--- config.mk ---
export PLATFORM = sky130hd
export DESIGN_NAME = srt4_div_ctrl
export DESIGN_NICKNAME = d
export VERILOG_FILES = /design/src/rtl/srt4_div_ctrl.sv
export SDC_FILE = /design/constraint.sdc
export NUM_CORES = 1
export LEC_CHECK = 0
export BUFFER_PORTS_ARGS = -buffer_cell sky130_fd_sc_hd__buf_2
export CAP_MARGIN = 20
export CORE_ASPECT_RATIO = 0.5
export CORE_UTILIZATION = 58
export DETAILED_ROUTE_END_ITERATION = 16
export PLACE_DENSITY = 0.88
export SLEW_MARGIN = 20
export SYNTH_ARGS = -nofsm -noshare
export SYNTH_HDL_FRONTEND = slang
export SYNTH_SLANG_ARGS = --single-unit
--- constraint.sdc ---
create_clock -name clk -period 4.4 [get_ports clk]
set_clock_uncertainty 0.05 [all_clocks]
set_input_delay 0.44 -clock clk [delete_from_list [all_inputs] [get_ports clk]]
set_output_delay 0.44 -clock clk [all_outputs]
set_load 0.02 [all_outputs]
--- src/rtl/srt4_div_ctrl.sv ---
`default_nettype none
// ============================================================================
// Module   : srt4_div_ctrl
// Brief    : Control FSM for a radix-4 SRT single-precision divider.
// Revision : 1.0  initial release
// ============================================================================
module srt4_div_ctrl (
  input  logic        clk,
  input  logic        resetn,
  input  logic        start,
  input  logic [31:0] op_a,
  input  logic [31:0] op_b,
  output logic        ready,
  output logic        dp_load,
  output logic        dp_step,
  output logic [23:0] dp_man_a,
  output logic [23:0] dp_man_b,
  input  logic [25:0] dp_quot,
  output logic        res_sign,
  output logic [7:0]  res_exp,
  output logic [22:0] res_mant,
  output logic        res_valid,
  output logic        invalid,
  output logic        div_by_zero
);

  localparam logic [2:0] C_IDLE  = 3'd0;
  localparam logic [2:0] C_CHECK = 3'd1;
  localparam logic [2:0] C_LOAD  = 3'd2;
  localparam logic [2:0] C_ITER  = 3'd3;
  localparam logic [2:0] C_NORM  = 3'd4;
  localparam logic [2:0] C_DONE  = 3'd5;

  logic [2:0]  state_q, state_d;
  logic [3:0]  cnt_q, cnt_d;
  logic [31:0] a_q, b_q;
  logic        sign_q;
  logic [9:0]  exp_q;
  logic [23:0] man_a_q, man_b_q;
  logic        res_sign_q, inv_q, dbz_q;
  logic [7:0]  res_exp_q;
  logic [22:0] res_mant_q;

  logic [7:0] w_ea, w_eb;
  logic       w_a_zero, w_b_zero, w_a_inf, w_b_inf, w_a_nan, w_b_nan;
  logic       w_sp_nan, w_sp_dbz, w_sp_inf, w_sp_zero, w_special;
  logic [9:0] w_e, w_norm_exp;
  logic       w_ovf, w_unf;
  logic       w_unused;

  assign w_ea     = a_q[30:23];
  assign w_eb     = b_q[30:23];
  assign w_a_zero = (w_ea == 8'd0);
  assign w_b_zero = (w_eb == 8'd0);
  assign w_a_inf  = (w_ea == 8'hFF) && (a_q[22:0] == 23'd0);
  assign w_b_inf  = (w_eb == 8'hFF) && (b_q[22:0] == 23'd0);
  assign w_a_nan  = (w_ea == 8'hFF) && (a_q[22:0] != 23'd0);
  assign w_b_nan  = (w_eb == 8'hFF) && (b_q[22:0] != 23'd0);

  // Special cases in priority order; each later term assumes the earlier ones are false.
  assign w_sp_nan  = w_a_nan | w_b_nan | (w_a_zero & w_b_zero) | (w_a_inf & w_b_inf);
  assign w_sp_dbz  = !w_sp_nan & w_b_zero & !w_a_inf;
  assign w_sp_inf  = !w_sp_nan & w_a_inf;
  assign w_sp_zero = !w_sp_nan & !w_sp_dbz & !w_sp_inf & (w_a_zero | w_b_inf);
  assign w_special = w_sp_nan | w_sp_dbz | w_sp_inf | w_sp_zero;

  assign w_e        = {2'b00, w_ea} - {2'b00, w_eb} + 10'd127;
  assign w_norm_exp = dp_quot[25] ? exp_q : (exp_q - 10'd1);
  assign w_ovf      = ($signed(w_norm_exp) >= $signed(10'sd255));
  assign w_unf      = ($signed(w_norm_exp) <= $signed(10'sd0));
  assign w_unused   = dp_quot[0];

  always_ff @(posedge clk or negedge resetn) begin
    if (!resetn) begin
      state_q <= C_IDLE;
      cnt_q   <= 4'd0;
    end else begin
      state_q <= state_d;
      cnt_q   <= cnt_d;
    end
  end

  always_comb begin
    state_d = state_q;
    cnt_d   = cnt_q;
    case (state_q)
      C_IDLE:  if (start) state_d = C_CHECK;
      C_CHECK: state_d = w_special ? C_DONE : C_LOAD;
      C_LOAD: begin
        state_d = C_ITER;
        cnt_d   = 4'd12;
      end
      C_ITER: begin
        if (cnt_q == 4'd0) state_d = C_NORM;
        else               cnt_d   = cnt_q - 4'd1;
      end
      C_NORM:  state_d = C_DONE;
      C_DONE:  state_d = C_IDLE;
      default: state_d = C_IDLE;
    endcase
  end

  always_comb begin
    ready     = (state_q == C_IDLE);
    dp_load   = (state_q == C_LOAD);
    dp_step   = (state_q == C_ITER);
    res_valid = (state_q == C_DONE);
  end

  // Operand capture, mantissa hand-off and result registers; results change only on entry to DONE.
  always_ff @(posedge clk or negedge resetn) begin
    if (!resetn) begin
      a_q        <= 32'd0;
      b_q        <= 32'd0;
      sign_q     <= 1'b0;
      exp_q      <= 10'd0;
      man_a_q    <= 24'd0;
      man_b_q    <= 24'd0;
      res_sign_q <= 1'b0;
      res_exp_q  <= 8'd0;
      res_mant_q <= 23'd0;
      inv_q      <= 1'b0;
      dbz_q      <= 1'b0;
    end else begin
      case (state_q)
        C_IDLE: begin
          if (start) begin
            a_q <= op_a;
            b_q <= op_b;
          end
        end
        C_CHECK: begin
          sign_q <= a_q[31] ^ b_q[31];
          exp_q  <= w_e;
          if (w_special) begin
            inv_q <= w_sp_nan;
            dbz_q <= w_sp_dbz;
            if (w_sp_nan) begin
              res_sign_q <= 1'b0;
              res_exp_q  <= 8'hFF;
              res_mant_q <= 23'h400000;
            end else begin
              res_sign_q <= a_q[31] ^ b_q[31];
              res_exp_q  <= w_sp_zero ? 8'h00 : 8'hFF;
              res_mant_q <= 23'd0;
            end
          end else begin
            man_a_q <= {1'b1, a_q[22:0]};
            man_b_q <= {1'b1, b_q[22:0]};
          end
        end
        C_NORM: begin
          res_sign_q <= sign_q;
          inv_q      <= 1'b0;
          dbz_q      <= 1'b0;
          if (w_ovf) begin
            res_exp_q  <= 8'hFF;
            res_mant_q <= 23'd0;
          end else if (w_unf) begin
            res_exp_q  <= 8'h00;
            res_mant_q <= 23'd0;
          end else begin
            res_exp_q  <= w_norm_exp[7:0];
            res_mant_q <= dp_quot[25] ? dp_quot[24:2] : dp_quot[23:1];
          end
        end
        default: ;
      endcase
    end
  end

  assign dp_man_a    = man_a_q;
  assign dp_man_b    = man_b_q;
  assign res_sign    = res_sign_q;
  assign res_exp     = res_exp_q;
  assign res_mant    = res_mant_q;
  assign invalid     = inv_q;
  assign div_by_zero = dbz_q;

endmodule
`default_nettype wire

Word-level counts from Yosys, hierarchy flattened:

Cells that the tools add are included.

* bitwise gates (word level): 17
* magnitude comparators: 2
* $add $sub $neg: 4
* reductions and logical operators: 23
* mux-type cells: 26
* eq/ne operators: 11

Operator list (count)
* 23-bit two-way mux: 5
* 23-bit zero test: 2
* 23-bit one-hot mux with 2 select lines: 1
* 23-bit nonzero test: 2
* 8-bit two-way mux: 5
* 8-bit == test, second input constant: 2
* 8-bit zero test: 2
* 8-bit one-hot mux with 2 select lines: 1
* 3-bit one-hot mux with 5 select lines: 1
* 9-bit by 8-bit adder with 10-bit output, second input constant: 1
* 10-bit by 9-bit >= comparator with 1-bit output, second input constant: 1
* 10-bit by 1-bit less-or-equal comparator with 1-bit output, second input constant: 1
* 10-bit two-way mux: 1
* 2-bit AND reduction: 5
* 10-bit by 1-bit subtractor with 10-bit output, second input constant: 1
* 3-bit two-way mux: 3
* 8-bit by 8-bit subtractor with 9-bit output: 1
* 1-bit bitwise AND: 8
* 4-bit one-hot mux with 2 select lines: 1
* 1-bit OR: 7
* 3-bit by 2-bit == test with 1-bit output, second input constant: 2
* 3-bit == test, second input constant: 2
* 2-bit inequality test, second input constant: 3
* 1-bit one-hot mux with 2 select lines: 3
* 12 further kinds: 22

* output and inout bits: 86
* logic and storage cells: 96
* input bits: 93
* flip-flop bits (word level): 164

Depth between registers and ports, before layout:

Gate-level depths: netlist of run 1.

* depth after elaboration: 16
* mapped depth: 12
* gate-level depth less buffers: 12

Least setup slack after synthesis of run 1:

Ideal clock, no wire load.

* path type: reg-to-reg
* start point: reg a_q[23]
* end point: reg exp_q[6]
* data required time: 4268 ps
* data arrival time: 2415 ps
* library setup time: 82 ps
* period minus slack after synthesis: 2547 ps
* setup slack: 1853 ps
* cell stages (with the launch flop): 13
* path buffers: 0
* cell sequence: dfrtp_1 -> inv_1 -> ha_1 -> inv_1 -> fa_1 -> inv_1 -> ha_1 -> and4_2 -> o21a_1 -> nor3_2 -> or3_4 -> or2_0 -> a31oi_1

* word-level cells in the longest chain between the ends: 2

RTL lines
* from (decl): line 36 `logic [31:0] a_q, b_q;`
* from (signal assigned): line 128 `a_q <= op_a;`
* 8-bit by 8-bit subtractor with 9-bit output: line 67 `assign w_e = {2'b00, w_ea} - {2'b00, w_eb} + 10'd127;`
* 9-bit by 8-bit adder with 10-bit output: line 67
* to (signal assigned): line 134 `exp_q <= w_e;`
* to (decl): line 38 `logic [9:0] exp_q;`

Every way passes these cells.
A chain may end at the register's enable or synchronous reset.

Worst setup path in the final report of run 1:

* start point: reg exp_q[0]
* end point: reg res_mant_q[1] (netlist: res_mant[1])

* word-level cells in the longest chain between the ends: 6
* elaborated cells on any way between the ends: 7
* those cells by class: 1 x add/sub; 2 x order compare; 4 x mux

RTL lines
* 10-bit by 1-bit subtractor with 10-bit output: line 68 `assign w_norm_exp = dp_quot[25] ? exp_q : (exp_q - 10'd1);`
* 10-bit two-way mux (*): line 68
* 10-bit by 1-bit less-or-equal comparator with 1-bit output: line 70 `assign w_unf = ($signed(w_norm_exp) <= $signed(10'sd0));`
* 23-bit two-way mux: line 159 `end else if (w_unf) begin`
* 23-bit two-way mux (*): line 156 `if (w_ovf) begin`
* 23-bit one-hot mux with 2 select lines (*): line 125 `case (state_q)`
* to (signal assigned): line 164 `res_mant_q <= dp_quot[25] ? dp_quot[24:2] : dp_quot[23:1];`
* to (decl): line 42 `logic [22:0] res_mant_q;`

Every way passes the cells marked *; elsewhere a longest branch is shown, timed or not.

==> impl_metrics.env, run 1 <==
export IMPL_outcome="finished clean"
export IMPL_slew_viol_final=0
export IMPL_postSynthAreaPerCell_um2=11.9
export IMPL_synth_cell_type_count=62
export IMPL_comb_power_share_pct=44.5
export IMPL_worst_path_max_fanout=22
export IMPL_fin_crit_sh_pct=75.7
export IMPL_maxSlewHeadroom_pct=37.0
export IMPL_clock_power_share_pct=18.8
export IMPL_port_buffers=177
export IMPL_place_hpwl_mm=11.6
export IMPL_max_clock_freq_mhz=300
export IMPL_hold_violations=0
export IMPL_route_detailed_drc=0
export IMPL_drt_total_wl_mm=16.9
export IMPL_diodes=0
export IMPL_wl_per_cell_um=17.1
export IMPL_period_needed_ns=3.33
export IMPL_cts_tree="yes"
export IMPL_switching_share_pct=41.2
export IMPL_tightest_slew_ns=0.942
export IMPL_max_clock_path_buffers=2
export IMPL_start_util_pct=59.6
export IMPL_ys_seq_elements=163
export IMPL_grt_usage_pct=26.4
export IMPL_setup_tns_ns=0
export IMPL_die_w_um=164
export IMPL_yosys_warnings=0
export IMPL_rows=29
export IMPL_fill_cells=913
export IMPL_ant_nets=0
export IMPL_cts_made_buffers=17
export IMPL_fin_util_pct=71.8
export IMPL_p_per_area_nw_per_um2=822
export IMPL_die_area_um2=13500
export IMPL_ios=179
export IMPL_layout_drive_gt1_share_pct=35.5
export IMPL_cts_setup_buffers=0
export IMPL_clk_latency_ns=0.42
export IMPL_syn_to_final_growth_pct=20.4
export IMPL_crit_path_start_kind="register"
export IMPL_place_congestion=0.928
export IMPL_core_area_um2=12700
export IMPL_synth_nets=740
export IMPL_power_switching_w=0.00309
export IMPL_async_reset_ff_share_pct=100
export IMPL_syn_cell_area_um2=7570
export IMPL_dr_pass1_iters=4
export IMPL_synth_ff_type="dfrtp_1"
export IMPL_internal_power_w=0.00441
export IMPL_overflow=0
export IMPL_cp_end_kind="register"
export IMPL_hold_path_class="in -> async"
export IMPL_slowest_stage="nand4_1"
export IMPL_p_leak_nw=4.30
export IMPL_htreeDepth=4
export IMPL_setup_violations=0
export IMPL_antenna_found_initial=0
export IMPL_rsz0062_at_grt="no"
export IMPL_die_h_um=82.8
export IMPL_cts_sinks=163
export IMPL_worstPathCellList="inv_1 -> ha_1 -> nor4b_1 -> xnor2_1 -> a21oi_1 -> a41oi_2 -> nand4_1 -> o21ai_1"
export IMPL_num_vias=5560
export IMPL_synthCells=635
export IMPL_seq_area_frac_synth_pct=53.9
export IMPL_clkTransAtPathRegs_ns=0.07
export IMPL_arrival_ns=3.59
export IMPL_crit_type="reg -> reg"
export IMPL_grt_pass1_wl_mm=28.1
export IMPL_cts_resized=0
export IMPL_first_iter_violations=394
export IMPL_p_seq_share_pct=36.7
export IMPL_viasPerCell=5.63
export IMPL_ir_worst_vdd_uv=433
export IMPL_root_buffer="clkbuf_16"
export IMPL_maxCapViolations=0
export IMPL_postCtsHoldBufs=0
export IMPL_nets=910
export IMPL_synth_edff_count=0
export IMPL_grt_max_degree=106
export IMPL_hold_ws_ns=0.0873
export IMPL_cp_data_required_time_ns=4.66
export IMPL_slowest_delay_ns=0.78
export IMPL_first_global_vias=5722
-- power by group through the flow --
stage / Clock, W / Combinational, W / Sequential (W)
after CTS: 0.00143 / 0.00335 / 0.00274
final: 0.00141 / 0.00334 / 0.00275
after floorplan: 0 / 0.00216 / 0.00299
after global placement: 0 / 0.00318 / 0.00269
after global routing: 0.00150 / 0.00363 / 0.00285
after detailed placement: 0 / 0.00330 / 0.00276
-- layer usage --
layer  vias up  share of wire (%)  track usage, %
li1       2636                  -               -
met1      2758                 43            33.1
met2       143                 51            46.9
met3        23                4.7            5.00
met4         0                1.3            7.24
met5         -                  0               0
-- path summary, 6_finish.rpt --
check	endpoint	slack, ns	from	depth (start not counted)
max	res_mant[1]	1.07	exp_q[0]	8
min	res_mant[18]	0.09	resetn	1
max reg2reg	res_mant[1]	1.07	exp_q[0]	8
min reg2reg	res_mant[4]	0.43	res_mant[4]	2
max in group asynchronous	dp_man_b[1]	3.22	resetn	2
min in group clk	b_q[25]	0.18	op_b[25]	3
-- through the flow --
step           std cells  setup slack [ns]  power (W)  instance area, um^2
2_1_floorplan        635              1.85    0.00516                 7570
3_3_place_gp         956              1.25    0.00587                 8560
3_5_place_dp         956              1.12    0.00606                 8560
4_1_cts              988              1.16    0.00753                 9120
5_1_grt              988             0.878    0.00797                 9120
6_report             988              1.07    0.00750                 9120
-- synthesized netlist by cell type (2+ instances only) --
cell type  number  area (um^2)
inv_1          21         78.8
nand2_1        63          236
a211o_1         2         17.5
a22oi_1         3         22.5
clkbuf_1       14         52.6
nor3_1          9         45.0
ha_1           11          138
or2_2           4         25.0
o21a_1          6         45.0
and3_1          2         12.5
a31oi_1         5         31.3
mux2_2         57          642
xnor2_1        10         87.6
mux2i_1        22          220
nand3_1         4         20.0
a21o_1          3         22.5
nand2b_1        4         25.0
o21ai_0        22          110
o21bai_1        2         15.0
buf_6           3         33.8
a21oi_1        10         50.1
o21ai_1        23          115
buf_2          15         75.1
nand4b_1        3         26.3
nor4_1         19          119
nor4b_1         2         17.5
or3b_1          2         17.5
or2_1           2         12.5
nor2_1         10         37.5
mux2_1         46          518
nor2b_1         3         18.8
o2111ai_1       2         17.5
o221ai_1        3         26.3
nand4_1        13         81.3
o31ai_1         6         45.0
nor3b_1         3         22.5
buf_4           2         15.0
xor2_1         10         87.6
o211ai_1        6         45.0
dfrtp_1       163         4080
nand3b_1        4         30.0
-- critical path: cells and delay by family, from the launching register on --
| family | cells | cell delay [ns] |
|---|---|---|
| simple gates | 2 | 0.97 |
| compound gates | 3 | 0.82 |
| flops | 1 | 0.58 |
| xor+xnor | 1 | 0.39 |
| fa+ha+maj | 1 | 0.32 |
| buf+inv | 1 | 0.12 |
-- cell type report --
type | count | area [um^2] | area share, %
clock inverters | 13 | 115 | 1.26
flip-flops and latches | 163 | 4080 | 44.7
repair buffers | 186 | 960 | 10.5
clock buffers | 19 | 443 | 4.86
well taps | 170 | 213 | 2.33
inverters | 21 | 78.8 | 0.864
multi-input cells | 416 | 3230 | 35.4
-- placed cells by master, fill, tap and decap left out, drive strengths merged, types with 4 or more instances in the layout --
cell and n:
clkbuf 19, o211ai 6, nor2 10, mux2 103, ha 11, or2 7
mux2i 22, nand4 13, nand3b 4, dfrtp 163, a31oi 5, buf 186
o31ai 6, xnor2 10, nand2 63, a21oi 10, a21o 4, nor4 20
clkinv 4, o21ai 45, inv 29, xor2 10, nand2b 4, nor3 10
o21a 6, nand3 4
-- sequential cells by signal, summed over array words and instances, names as in the netlist --
name         cells
a_q             32
b_q             32
dp_man_a        24
dp_man_b        23
res_mant        23
exp_q           10
res_exp          8
cnt_q            4
state_q          3
div_by_zero      1
invalid          1
res_sign         1
sign_q           1
-- logic make-up (layout without fill, tap and decap cells) --
family	count (synthesis)	count (layout)	synth area share, %
AOI/OAI and AO/OA	102	102	8.84
xor gates and xnor gates	20	20	2.31
adders and majority gates	12	12	2.08
buffers and inverters	56	239	3.55
DFF	163	163	53.9
muxes	125	125	18.2
and+or+nand+nor	157	157	11.1
(Power assumes the default switching activity.)
==> run 2: changes to the inputs <==
--- a/config.mk
+++ b/config.mk
@@ -8,9 +8,9 @@
 export BUFFER_PORTS_ARGS = -buffer_cell sky130_fd_sc_hd__buf_2
 export CAP_MARGIN = 20
 export CORE_ASPECT_RATIO = 0.5
-export CORE_UTILIZATION = 58
+export CORE_UTILIZATION = 49
 export DETAILED_ROUTE_END_ITERATION = 16
-export PLACE_DENSITY = 0.88
+export PLACE_DENSITY = 0.8
 export SLEW_MARGIN = 20
 export SYNTH_ARGS = -nofsm -noshare
 export SYNTH_HDL_FRONTEND = slang
==> constraint.sdc (replaced) <==
create_clock -name clk -period 2.75 [get_ports clk]
set_clock_uncertainty 0.05 [all_clocks]
set_input_delay 0.275 -clock clk [delete_from_list [all_inputs] [get_ports clk]]
set_output_delay 0.275 -clock clk [all_outputs]
set_load 0.02 [all_outputs]
==> impl_metrics.env, run 2 (same netlist as run 1, synthesis figures left out) <==
export IMPL_first_global_vias=5567
export IMPL_cp_end_kind="register"
export IMPL_diodes=0
export IMPL_ios=179
export IMPL_crit_path_start_kind="register"
export IMPL_htreeDepth=4
export IMPL_comb_power_share_pct=45.6
export IMPL_arrival_ns=2.93
export IMPL_p_leak_nw=4.37
export IMPL_ant_nets=0
export IMPL_hold_violations=0
export IMPL_max_clock_path_buffers=2
export IMPL_place_hpwl_mm=11.6
export IMPL_overflow=0
export IMPL_setup_tns_ns=0
export IMPL_wl_per_cell_um=16.0
export IMPL_hold_path_class="in -> reg"
export IMPL_clkTransAtPathRegs_ns=0.06
export IMPL_period_needed_ns=2.66
export IMPL_root_buffer="clkbuf_16"
export IMPL_power_switching_w=0.00493
export IMPL_grt_usage_pct=21.6
export IMPL_port_buffers=177
export IMPL_first_iter_violations=377
export IMPL_layout_drive_gt1_share_pct=37.0
export IMPL_met2_usage_pct=35.8
export IMPL_rows=31
export IMPL_hold_ws_ns=0.0261
export IMPL_nets=920
export IMPL_place_congestion=0.880
export IMPL_setup_violations=0
export IMPL_antenna_found_initial=0
export IMPL_rsz0062_at_grt="no"
export IMPL_clock_power_share_pct=19.1
export IMPL_fin_util_pct=63.2
export IMPL_clk_latency_ns=0.41
export IMPL_outcome="finished clean"
export IMPL_maxCapViolations=0
export IMPL_grt_busiest_layer="met2"
export IMPL_tightest_slew_ns=0.903
export IMPL_die_h_um=89.9
export IMPL_use_met1_pct=28.5
export IMPL_place_area_um2=8680
export IMPL_final_area_um2=9330
export IMPL_syn_to_final_growth_pct=23.2
export IMPL_fin_crit_sh_pct=96.8
export IMPL_route_detailed_drc=0
export IMPL_cts_sinks=163
export IMPL_dr_pass1_iters=4
export IMPL_ir_worst_vdd_uv=496
export IMPL_grt_pass1_wl_mm=27.4
export IMPL_maxSlewHeadroom_pct=39.3
export IMPL_crit_type="reg -> reg"
export IMPL_internal_power_w=0.00739
export IMPL_p_total_w=0.0123
export IMPL_core_area_um2=14800
export IMPL_start_util_pct=51.2
export IMPL_cts_tree="yes"
export IMPL_grt_max_degree=73
export IMPL_layout_common_cells="buf_2 (176), dfrtp_1 (162), nand2_1 (63)"
export IMPL_cts_made_buffers=17
export IMPL_die_area_um2=16000
export IMPL_p_per_area_nw_per_um2=1320
export IMPL_max_clock_freq_mhz=376
export IMPL_viasPerCell=5.42
export IMPL_cp_data_required_time_ns=3.02
export IMPL_slew_viol_final=0
export IMPL_grtUsageMet3_pct=4.31
export IMPL_layout_cells_most_common="buf_2"
export IMPL_num_vias=5558
export IMPL_die_w_um=178
export IMPL_switching_share_pct=40.0
export IMPL_p_seq_share_pct=35.2
export IMPL_drt_total_wl_mm=16.4
export IMPL_worst_path_max_fanout=4
## run 2: layer usage
| layer | vias to the layer above | routed length, um |
|---|---|---|
| met1 | 2784 | 7550 |
| met3 | 18 | 591 |
| met5 | - | 0 |
| li1 | 2650 | - |
| met2 | 106 | 8060 |
| met4 | 0 | 212 |
## run 2: cell type report
class                      instances  area (um^2)
timing repair buffer             196         1070
sequential                       163         4080
inverter                          21         78.8
multi-input combinational        416         3270
clock inverter                    13          149
clock buffer                      18          429
fill                            1187         5450
tap                              198          248
## run 2: final timing paths
check | to | depth (start not counted) | slack, ns | from
setup / recovery | exp_q[6] | 12 | 0.09 | a_q[23]
max in group asynchronous | res_mant[15] | 3 | 1.43 | resetn
setup reg to reg | exp_q[6] | 12 | 0.09 | a_q[23]
hold reg to reg | dp_man_a[23] | 1 | 0.43 | dp_man_a[23]
min in group asynchronous | a_q[10] | 2 | 0.35 | resetn
hold / removal | b_q[29] | 3 | 0.03 | op_b[29]
## run 2: per-stage QoR
step	setup WS (ns)	std cells
6_report	0.0872	1025
3_3_place_gp	0.109	990
5_1_grt	0.00173	1025
2_1_floorplan	0.203	635
3_5_place_dp	0.00247	990
4_1_cts	0.00371	1022
## run 2: repair_timing
action / CTS / global route
setup buffers: 0 / 3
setup endpoints to repair: 1 / 2
hold endpoints to repair: 60 / 0
pin swaps: 0 / 3
hold buffers: 1 / 0
resized for setup: 3 / 8
## run 2: worst max-delay path, stage by stage (launching register included)
cell	delay, ns
dfrtp_1	0.39
inv_2	0.07
ha_4	0.16
inv_1	0.07
fa_2	0.46
inv_2	0.08
ha_4	0.14
nand4b_1	0.10
nor3_1	0.20
nor3_2	0.10
or3_4	0.41
or2_0	0.20
a31oi_1	0.15
## run 2: power groups by stage
| stage | sequential, W | combinational [W] | clock, W |
|---|---|---|---|
| after global routing | 0.00451 | 0.00616 | 0.00250 |
| after CTS | 0.00435 | 0.00550 | 0.00239 |
| after floorplan | 0.00479 | 0.00346 | 0 |
| after global placement | 0.00430 | 0.00523 | 0 |
| after detailed placement | 0.00438 | 0.00540 | 0 |
| final | 0.00435 | 0.00563 | 0.00236 |
